===== src/rtl/lifo_stack.sv =====
// lifo_stack: synchronous LIFO of DEPTH words with a registered read port.
// sp counts occupancy (0..DEPTH). All reads and writes are addressed through sp.
// Memory contents survive reset. Stale words cannot be reached because sp governs every access.
module lifo_stack #(
   parameter int DATA_WIDTH = 8,
   parameter int DEPTH      = 8
) (
   input  logic                  clk,
   input  logic                  rst,
   input  logic                  push,
   input  logic                  pop,
   input  logic [DATA_WIDTH-1:0] din,
   output logic [DATA_WIDTH-1:0] dout,
   output logic                  full,
   output logic                  empty
);

   localparam int SPW = $clog2(DEPTH) + 1;
   localparam int AW  = $clog2(DEPTH);

   logic [SPW-1:0]        sp_q, sp_d;
   logic [DATA_WIDTH-1:0] dout_q, dout_d;
   logic [DATA_WIDTH-1:0] mem_q [DEPTH];
   logic [DATA_WIDTH-1:0] mem_d [DEPTH];
   logic [AW-1:0]         wr_idx;
   logic [AW-1:0]         top_idx;

   // Flags decode straight from the pointer register; no input reaches an output.
   assign full    = (sp_q == SPW'(DEPTH));
   assign empty   = (sp_q == '0);
   assign dout    = dout_q;
   assign wr_idx  = sp_q[AW-1:0];
   assign top_idx = AW'(sp_q - 1'b1);

   // Next-state selection for pointer, read register and storage.
   // Simultaneous push and pop on an empty stack falls through to the push-only branch.
   always_comb begin
      sp_d   = sp_q;
      dout_d = dout_q;
      mem_d  = mem_q;
      if (push && pop && !empty) begin
         dout_d         = mem_q[top_idx];
         mem_d[top_idx] = din;
      end else if (push && !full) begin
         mem_d[wr_idx] = din;
         sp_d          = sp_q + 1'b1;
      end else if (pop && !push && !empty) begin
         dout_d = mem_q[top_idx];
         sp_d   = sp_q - 1'b1;
      end
   end

   // Pointer and read register; reset takes priority over both strobes.
   always_ff @(posedge clk) begin
      if (rst) begin
         sp_q   <= '0;
         dout_q <= '0;
      end else begin
         sp_q   <= sp_d;
         dout_q <= dout_d;
      end
   end

   // Storage array; it is intentionally left out of reset.
   always_ff @(posedge clk) begin
      mem_q <= mem_d;
   end

endmodule


===== config.mk =====
export PLATFORM = sky130hd
export DESIGN_NAME = lifo_stack
export DESIGN_NICKNAME = d
export VERILOG_FILES = /design/src/rtl/lifo_stack.sv
export SDC_FILE = /design/constraint.sdc
export NUM_CORES = 1
export LEC_CHECK = 0
export BUFFER_PORTS_ARGS = -buffer_cell sky130_fd_sc_hd__buf_2
export CAP_MARGIN = 20
export CORE_ASPECT_RATIO = 1.2
export CORE_MARGIN = 5
export CORE_UTILIZATION = 60
export DETAILED_ROUTE_END_ITERATION = 7
export PLACE_DENSITY = 0.77
export SYNTH_ARGS = -nofsm -noshare
export SYNTH_HDL_FRONTEND = slang
export SYNTH_SLANG_ARGS = --single-unit

===== constraint.sdc =====
create_clock -name clk -period 3.1 [get_ports clk]
set_clock_uncertainty 0.15 [all_clocks]
set_input_delay 0.31 -clock clk [delete_from_list [all_inputs] [get_ports clk]]
set_output_delay 0.31 -clock clk [all_outputs]
set_load 0.05 [all_outputs]

Word level (Yosys, flattened, before mapping)
Index checks and enable logic that the tools add are counted.

$add $sub $neg: 2. $lt $le $gt $ge: 4. Equality and inequality tests: 2. Multiplexer cells: 16. Bitwise logic cells: 3. Reductions and logical operators: 16.

Operators by type and width (count): $bwmux 64 (2); $mux 64 (2); $mux 8 (7); $demux 8 s3 (2); $bmux 8 s3 (1); $ge 4x4->1 const B (2); $lt 4x1->1 const B (2); $mux 4 (2); $not 3->4 (2); $logic_and 1x1->1 (7); $reduce_bool 2->1 (3); $add 4x1->4 const B (1); $eq 4x4->1 const B (1); $logic_not 4->1 (1); $reduce_and 2->1 (2); $sub 4x1->4 const B (1); $logic_not 1->1 (3); $ne 2x2->1 const B (1); $not 1->1 (1).

Bits in registers: 76. Input port bits: 12. Output and inout bits: 10. Word-level logic and storage cells: 53.

Logic depth before layout (Yosys ltp)
Gate-level depths: netlist (run 1).

Depth after elaboration: 8. Depth in mapped cells: 8. Depth with buffers taken out: 6.

Least setup slack after synthesis (run 1)
No wires, ideal clock.

Path type: register to register. Start point: register sp_q[0]. End point: register mem_q[40] (netlist name) (enable). Setup time: 0.373 ns. Arrival: 2.584 ns. Required time: 2.577 ns. Path slack: -0.007 ns. Stages on the path, launching flop included: 8. Period minus slack after synthesis: 3.107 ns. Path through: dfxtp_1 buf_4 inv_1 ha_1 nor3b_2 nor2_1 o311ai_4 nor2b_1.

Word-level cells in the longest chain between the ends: 4. Elaborated cells between the ends (all ways): 7.

RTL lines: from (decl) (RTL line 21) `logic [SPW-1:0] sp_q, sp_d;`; from (signal assigned) (RTL line 59) `sp_q <= sp_d;`; $logic_not 4->1 (RTL line 30) `assign empty = (sp_q == '0);`; net empty (RTL line 15) `output logic empty`; $logic_not 1->1 (RTL line 41) `if (push && pop && !empty) begin`; $logic_and 1x1->1 (RTL line 41); $reduce_bool 2->1 (no line); to (signal assigned) (RTL line 66) `mem_q <= mem_d;`; to (decl) (RTL line 23) `logic [DATA_WIDTH-1:0] mem_q [DEPTH];`.

The timed path passes the listed nets, and every way through them passes these cells. A chain may end at the register's enable or synchronous reset.

Worst setup path after layout (run 1)
Start point: register sp_q[0]. End point: register mem_q[6] (netlist name) (enable).

Word-level cells in the longest chain between the ends: 4. Elaborated cells between the ends (all ways): 7.

RTL lines (RTL line): $eq 4x4->1 or $logic_not 4->1 (tied branches) (29, 30); $logic_not 1->1 (on tied branches) (44, 41); $logic_and 1x1->1 (on tied branches) (44, 41); $reduce_bool 2->1 (no line) *.

Mark *: on every way between the ends. The rest lies on a longest branch, timed or not.

==> results.yml, run 1 <==
critical_path:
  cp.required_ns: 2.93
  worstSetupStartpoint: "sp_q[0]$_SDFFE_PP0P_"
  setup.worst_path.start_class: "flip-flop"
  critPathKind: "flip-flop to flip-flop"
  endpoint_kind: "flip-flop"
  reg2regPathDepth: 7
  critPathMaxFanout: 10
  crit_arrival_ns: 2.58
  r2r_start: "sp_q[0]$_SDFFE_PP0P_"
timing:
  worst_pin_slew_ns: 0.790
  hold_violations: 0
  maxSlewHeadroom: 0.472
  fin_setup_tns_ns: 0
  report.final.setup_viol: 0
  drv_slew: 0
  rsz0062_at_grt: "false"
  min_period_over_period: 0.888
  fmaxAchievable_mhz: 363
  finalWorstSetupSlack_ns: 0.348
  post-route-min-period_ns: 2.75
clock_tree:
  ctsHoldBuffers: 0
  post_cts_buffers: 0
  clk_pin_slew_ns: 0.08
  htreeDepth: 3
  numCtsBuffers: 9
  cts_max_path_buffers: 2
  cts.sinks: 76
  clkLatencyLatePin_ns: 0.34
  cts_root_buf: "clkbuf_8"
  cts_tree: "yes"
  cts_resized: 0
final_layout:
  num-nets-final: 327
  antenna_cells: 0
  fillers: 491
  drive_gt1_frac: 0.242
  area_delta_synth_final_pct: 11.3
  design_area_um2: 4280
  final_cell_mix: "edfxtp_1 (64), nor2b_1 (45), and2_1 (41)"
  final_common_cell: "edfxtp_1"
logic_synthesis:
  synth-edff-count: 64
  yosysWarnings: 0
  synth-async-reset-ratio: 0
  synthCells: 283
  synth_seq_cells: 76
  synthesis.nets: 297
  synth_area_um2: 3850
  synth_cell_types: 47
  seq_area_frac_synth: 0.562
  synthFlopType: "edfxtp_1"
  synth.avg_cell_area_um2: 13.6
floorplanning:
  start_util: 0.608
  core-area_um2: 6330
  rows: 32
  die_area_um2: 8120
  die_h_um: 97.7
  io_pins: 22
  die_width_um: 83.1
place:
  pre_cts_ws_ns: 0.392
  place_area_um2: 4060
  numPortBuffers: 21
  hpwl_um: 5320
  place_congestion: 0.878
hold_path:
  hold_depth: 2
  min_path_type: "input pin to flip-flop"
  worstHoldStart: "rst"
grt:
  antenna_found_initial: 0
  grtUsageTotal: 0.197
  grt_pass1_wl_um: 12300
  overflow: 0
  grt_max_degree: 31
  grt_pass1_vias: 2315
route:
  routedWlPerCell_um: 18.7
  drt-pass1-iter-count: 4
  vias: 2360
  viasPerCell: 5.86
  drt-total-wl_um: 7530
  drt_iter0_drc: 127
  antenna_left: 0
  drc: 0
run:
  drv_cap: 0
run_status:
  status: "finished, final reports clean"
pwr:
  finalPower_mw: 3.85
  worst_ir_drop_vdd_mv: 0.432
  p_leak_nw: 1.52
  power.density_nw_per_um2: 900
[where the power goes]
group	switching [mW]	total (mW)	internal, mW	leakage (nW)
sequential	0.0878	1.44	1.35	0.706
combinational	0.921	1.57	0.649	0.701
clock	0.382	0.841	0.459	0.109
total	1.39	3.85	2.46	1.52
[flip-flops by register name, summed over array words and instances, names as in the netlist]
signal / flops
sp_q: 4
mem_q: 64
dout: 8
[cells by family after synthesis]
kind of cell	share of synthesized area
AOI/OAI and AO/OA	0.0878
xor gates and xnor gates	0.00456
adders and majority gates	0.00651
buffers and inverters	0.0273
DFF	0.562
muxes	0.104
and+or+nand+nor	0.208
[critical path: stages (launching register included)]
cell and delay [ns]:
dfxtp_1 0.32, inv_1 0.19, ha_1 0.27, buf_4 0.20, nor2b_1 0.27, nand3_1 0.13
o211ai_2 0.28, nor2b_1 0.59
[metrics by stage]
stage / util / hold WS, ns / instances
floorplan: - / 0.229 / 283
global placement: 0.641 / 0.312 / 387
detailed placement: 0.641 / 0.321 / 387
global route: 0.677 / 0.0501 / 403
finish: 0.677 / 0.0500 / 403
CTS: 0.677 / 0.0375 / 403
[synthesized netlist by cell type, types with 2 or more instances]
cell type,count,area [um^2]
o21ai_1,2,10.0
nand3_1,5,25.0
o311ai_4,2,52.6
and2_1,41,257
a221o_1,8,80.1
dfxtp_1,12,240
nor2_1,8,30.0
nor2b_2,2,17.5
nand2b_1,6,37.5
inv_1,6,22.5
o21a_1,2,15.0
nand4_1,6,37.5
a2bb2oi_2,2,30.0
buf_2,6,30.0
a21oi_1,3,15.0
nor2b_1,45,282
edfxtp_1,64,1920
o211ai_2,2,25.0
o21ai_0,3,15.0
mux4_2,16,360
nand2_1,10,37.5
ha_1,2,25.0
buf_6,2,22.5
o221ai_1,2,17.5
mux2i_1,4,40.0
[routing by layer]
layer	global-route usage	share of wire
met4	0.0667	0.011
met1	0.272	0.45
met2	0.315	0.50
met5	0	0
met3	0.0365	0.036
[final timing paths]
path	endpoint	slack, ns
max	mem_q[6]$_DFFE_PP_	0.35
min	sp_q[3]$_SDFFE_PP0P_	0.05
max reg2reg	mem_q[6]$_DFFE_PP_	0.35
min reg2reg	dout[1]$_SDFFE_PP0P_	0.34
[layout make-up]
type,count,area [um^2],share of cell area
inverters,6,22.5,0.00526
clock buffers,9,124,0.0289
flip-flops and latches,76,2160,0.505
clock inverters,7,100,0.0234
multi-input cells,189,1590,0.370
well taps,85,106,0.0248
repair buffers,31,180,0.0421
No activity file was read; power rests on OpenSTA's default activity.
==> inputs of run 2 (changes only) <==
--- a/config.mk
+++ b/config.mk
@@ -11,7 +11,7 @@
 export CORE_MARGIN = 5
 export CORE_UTILIZATION = 60
 export DETAILED_ROUTE_END_ITERATION = 7
-export PLACE_DENSITY = 0.77
+export PLACE_DENSITY = 0.84
 export SYNTH_ARGS = -nofsm -noshare
 export SYNTH_HDL_FRONTEND = slang
 export SYNTH_SLANG_ARGS = --single-unit
==> results.yml, run 2 (synthesized netlist as in run 1, its figures left out) <==
run_status:
  status: "finished, final reports clean"
place:
  numPortBuffers: 21
  place_congestion: 0.853
  dp.cells: 388
  hpwl_um: 5470
critical_path:
  cp.required_ns: 2.93
  setup.worst_path.start_class: "flip-flop"
  critPathMaxFanout: 11
  r2r_start: "sp_q[1]$_SDFFE_PP0P_"
  reg2regPathDepth: 7
  critPathKind: "flip-flop to flip-flop"
  rrSetupSlack_ns: 0.35
  worst_r2r_endpoint: "mem_q[13]$_DFFE_PP_"
  endpoint_kind: "flip-flop"
  crit_arrival_ns: 2.58
clock_tree:
  clk_pin_slew_ns: 0.08
  ctsHoldBuffers: 0
  htreeDepth: 3
  cts_root_buf: "clkbuf_8"
  post_cts_buffers: 0
  cts_tree: "yes"
  cts.sinks: 76
  clkLatencyLatePin_ns: 0.35
  cts_max_path_buffers: 2
  cts_resized: 0
  numCtsBuffers: 9
route:
  viasPerCell: 5.87
  routedWlPerCell_um: 19.6
  antenna_left: 0
  vias: 2370
  drt_iter0_drc: 190
  drt-pass1-iter-count: 4
  drc: 0
  drt-total-wl_um: 7920
timing:
  fmaxAchievable_mhz: 364
  post-route-min-period_ns: 2.75
  rsz0062_at_grt: "false"
  min_period_over_period: 0.887
  drv_slew: 0
  maxSlewHeadroom: 0.528
  report.final.setup_viol: 0
  worst_pin_slew_ns: 0.706
  hold_violations: 0
  fin_setup_tns_ns: 0
pwr:
  worst_ir_drop_vdd_mv: 0.570
  p_leak_nw: 1.50
  power.density_nw_per_um2: 891
floorplanning:
  rows: 32
  core-area_um2: 6330
  io_pins: 22
  start_util: 0.608
  die_width_um: 83.1
  die_h_um: 97.7
  die_area_um2: 8120
hold_path:
  min_path_type: "input pin to flip-flop"
  hold_depth: 2
  worstHoldStart: "rst"
  worstHoldEndpoint: "sp_q[3]$_SDFFE_PP0P_"
grt:
  grtUsageTotal: 0.210
  antenna_found_initial: 0
  overflow: 0
  grt_max_degree: 31
  grt_pass1_vias: 2386
  grt_pass1_wl_um: 13000
run:
  drv_cap: 0
final_layout:
  fillers: 489
  area_delta_synth_final_pct: 10.6
  largest_register_ffs: 64
  final_common_cell: "edfxtp_1"
  antenna_cells: 0
  num-nets-final: 328
  drive_gt1_frac: 0.241
  largest-register: "mem_q"
  final_cell_mix: "edfxtp_1 (64), nor2b_1 (45), and2_1 (41)"
  instances_no_fill: 404
run 2: worst max path at each step:
stage / slack (ns) / endpoint / startpoint / cells past startpoint
2_1_floorplan: 0.20 / mem_q[40]$_DFFE_PP_ / sp_q[0]$_SDFFE_PP0P_ / 7
4_1_cts: 0.34 / mem_q[10]$_DFFE_PP_ / sp_q[1]$_SDFFE_PP0P_ / 7
3_3_place_gp: 0.50 / mem_q[42]$_DFFE_PP_ / sp_q[1]$_SDFFE_PP0P_ / 8
5_1_grt: 0.08 / mem_q[13]$_DFFE_PP_ / sp_q[1]$_SDFFE_PP0P_ / 7
3_5_place_dp: 0.36 / mem_q[10]$_DFFE_PP_ / sp_q[0]$_SDFFE_PP0P_ / 7
6_report: 0.35 / mem_q[13]$_DFFE_PP_ / sp_q[1]$_SDFFE_PP0P_ / 7
run 2: through the flow:
stage                     power, mW  worst slack [ns]  area, um^2   util  hold WS (ns)
after CTS                      3.80             0.339        4250  0.672        0.0143
after global placement         3.00             0.501        4060  0.642         0.314
after floorplan                2.70             0.196        3850      -         0.229
after global routing           3.99            0.0810        4250  0.672        0.0211
final                          3.79             0.352        4250  0.672        0.0347
after detailed placement       3.05             0.364        4060  0.642         0.323
run 2: area by class of cell:
cell class	instances	area [um^2]	area share
flip-flops and latches	76	2160	0.508
multi-input cells	189	1590	0.373
repair buffers	32	188	0.0441
clock buffers	10	128	0.0300
well taps	85	106	0.0250
clock inverters	6	62.6	0.0147
inverters	6	22.5	0.00529
run 2: where the power goes:
part | switching (mW) | internal (mW) | total, mW
clock | 0.374 | 0.371 | 0.745
sequential | 0.0897 | 1.35 | 1.44
combinational | 0.937 | 0.667 | 1.60
run 2: per-layer routing:
| layer | routed length [um] | GRT usage |
|---|---|---|
| met2 | 4100 | 0.344 |
| met5 | 0 | 0 |
| met3 | 412 | 0.0594 |
| met4 | 191 | 0.0830 |
| met1 | 3210 | 0.265 |
run 2: critical path, cell delays in order (launching register included):
cell and delay (ns):
dfxtp_1 0.32, inv_1 0.17, ha_1 0.31, buf_4 0.21
nor2b_1 0.22, nand2_1 0.10, o211ai_2 0.30, nor2b_1 0.60
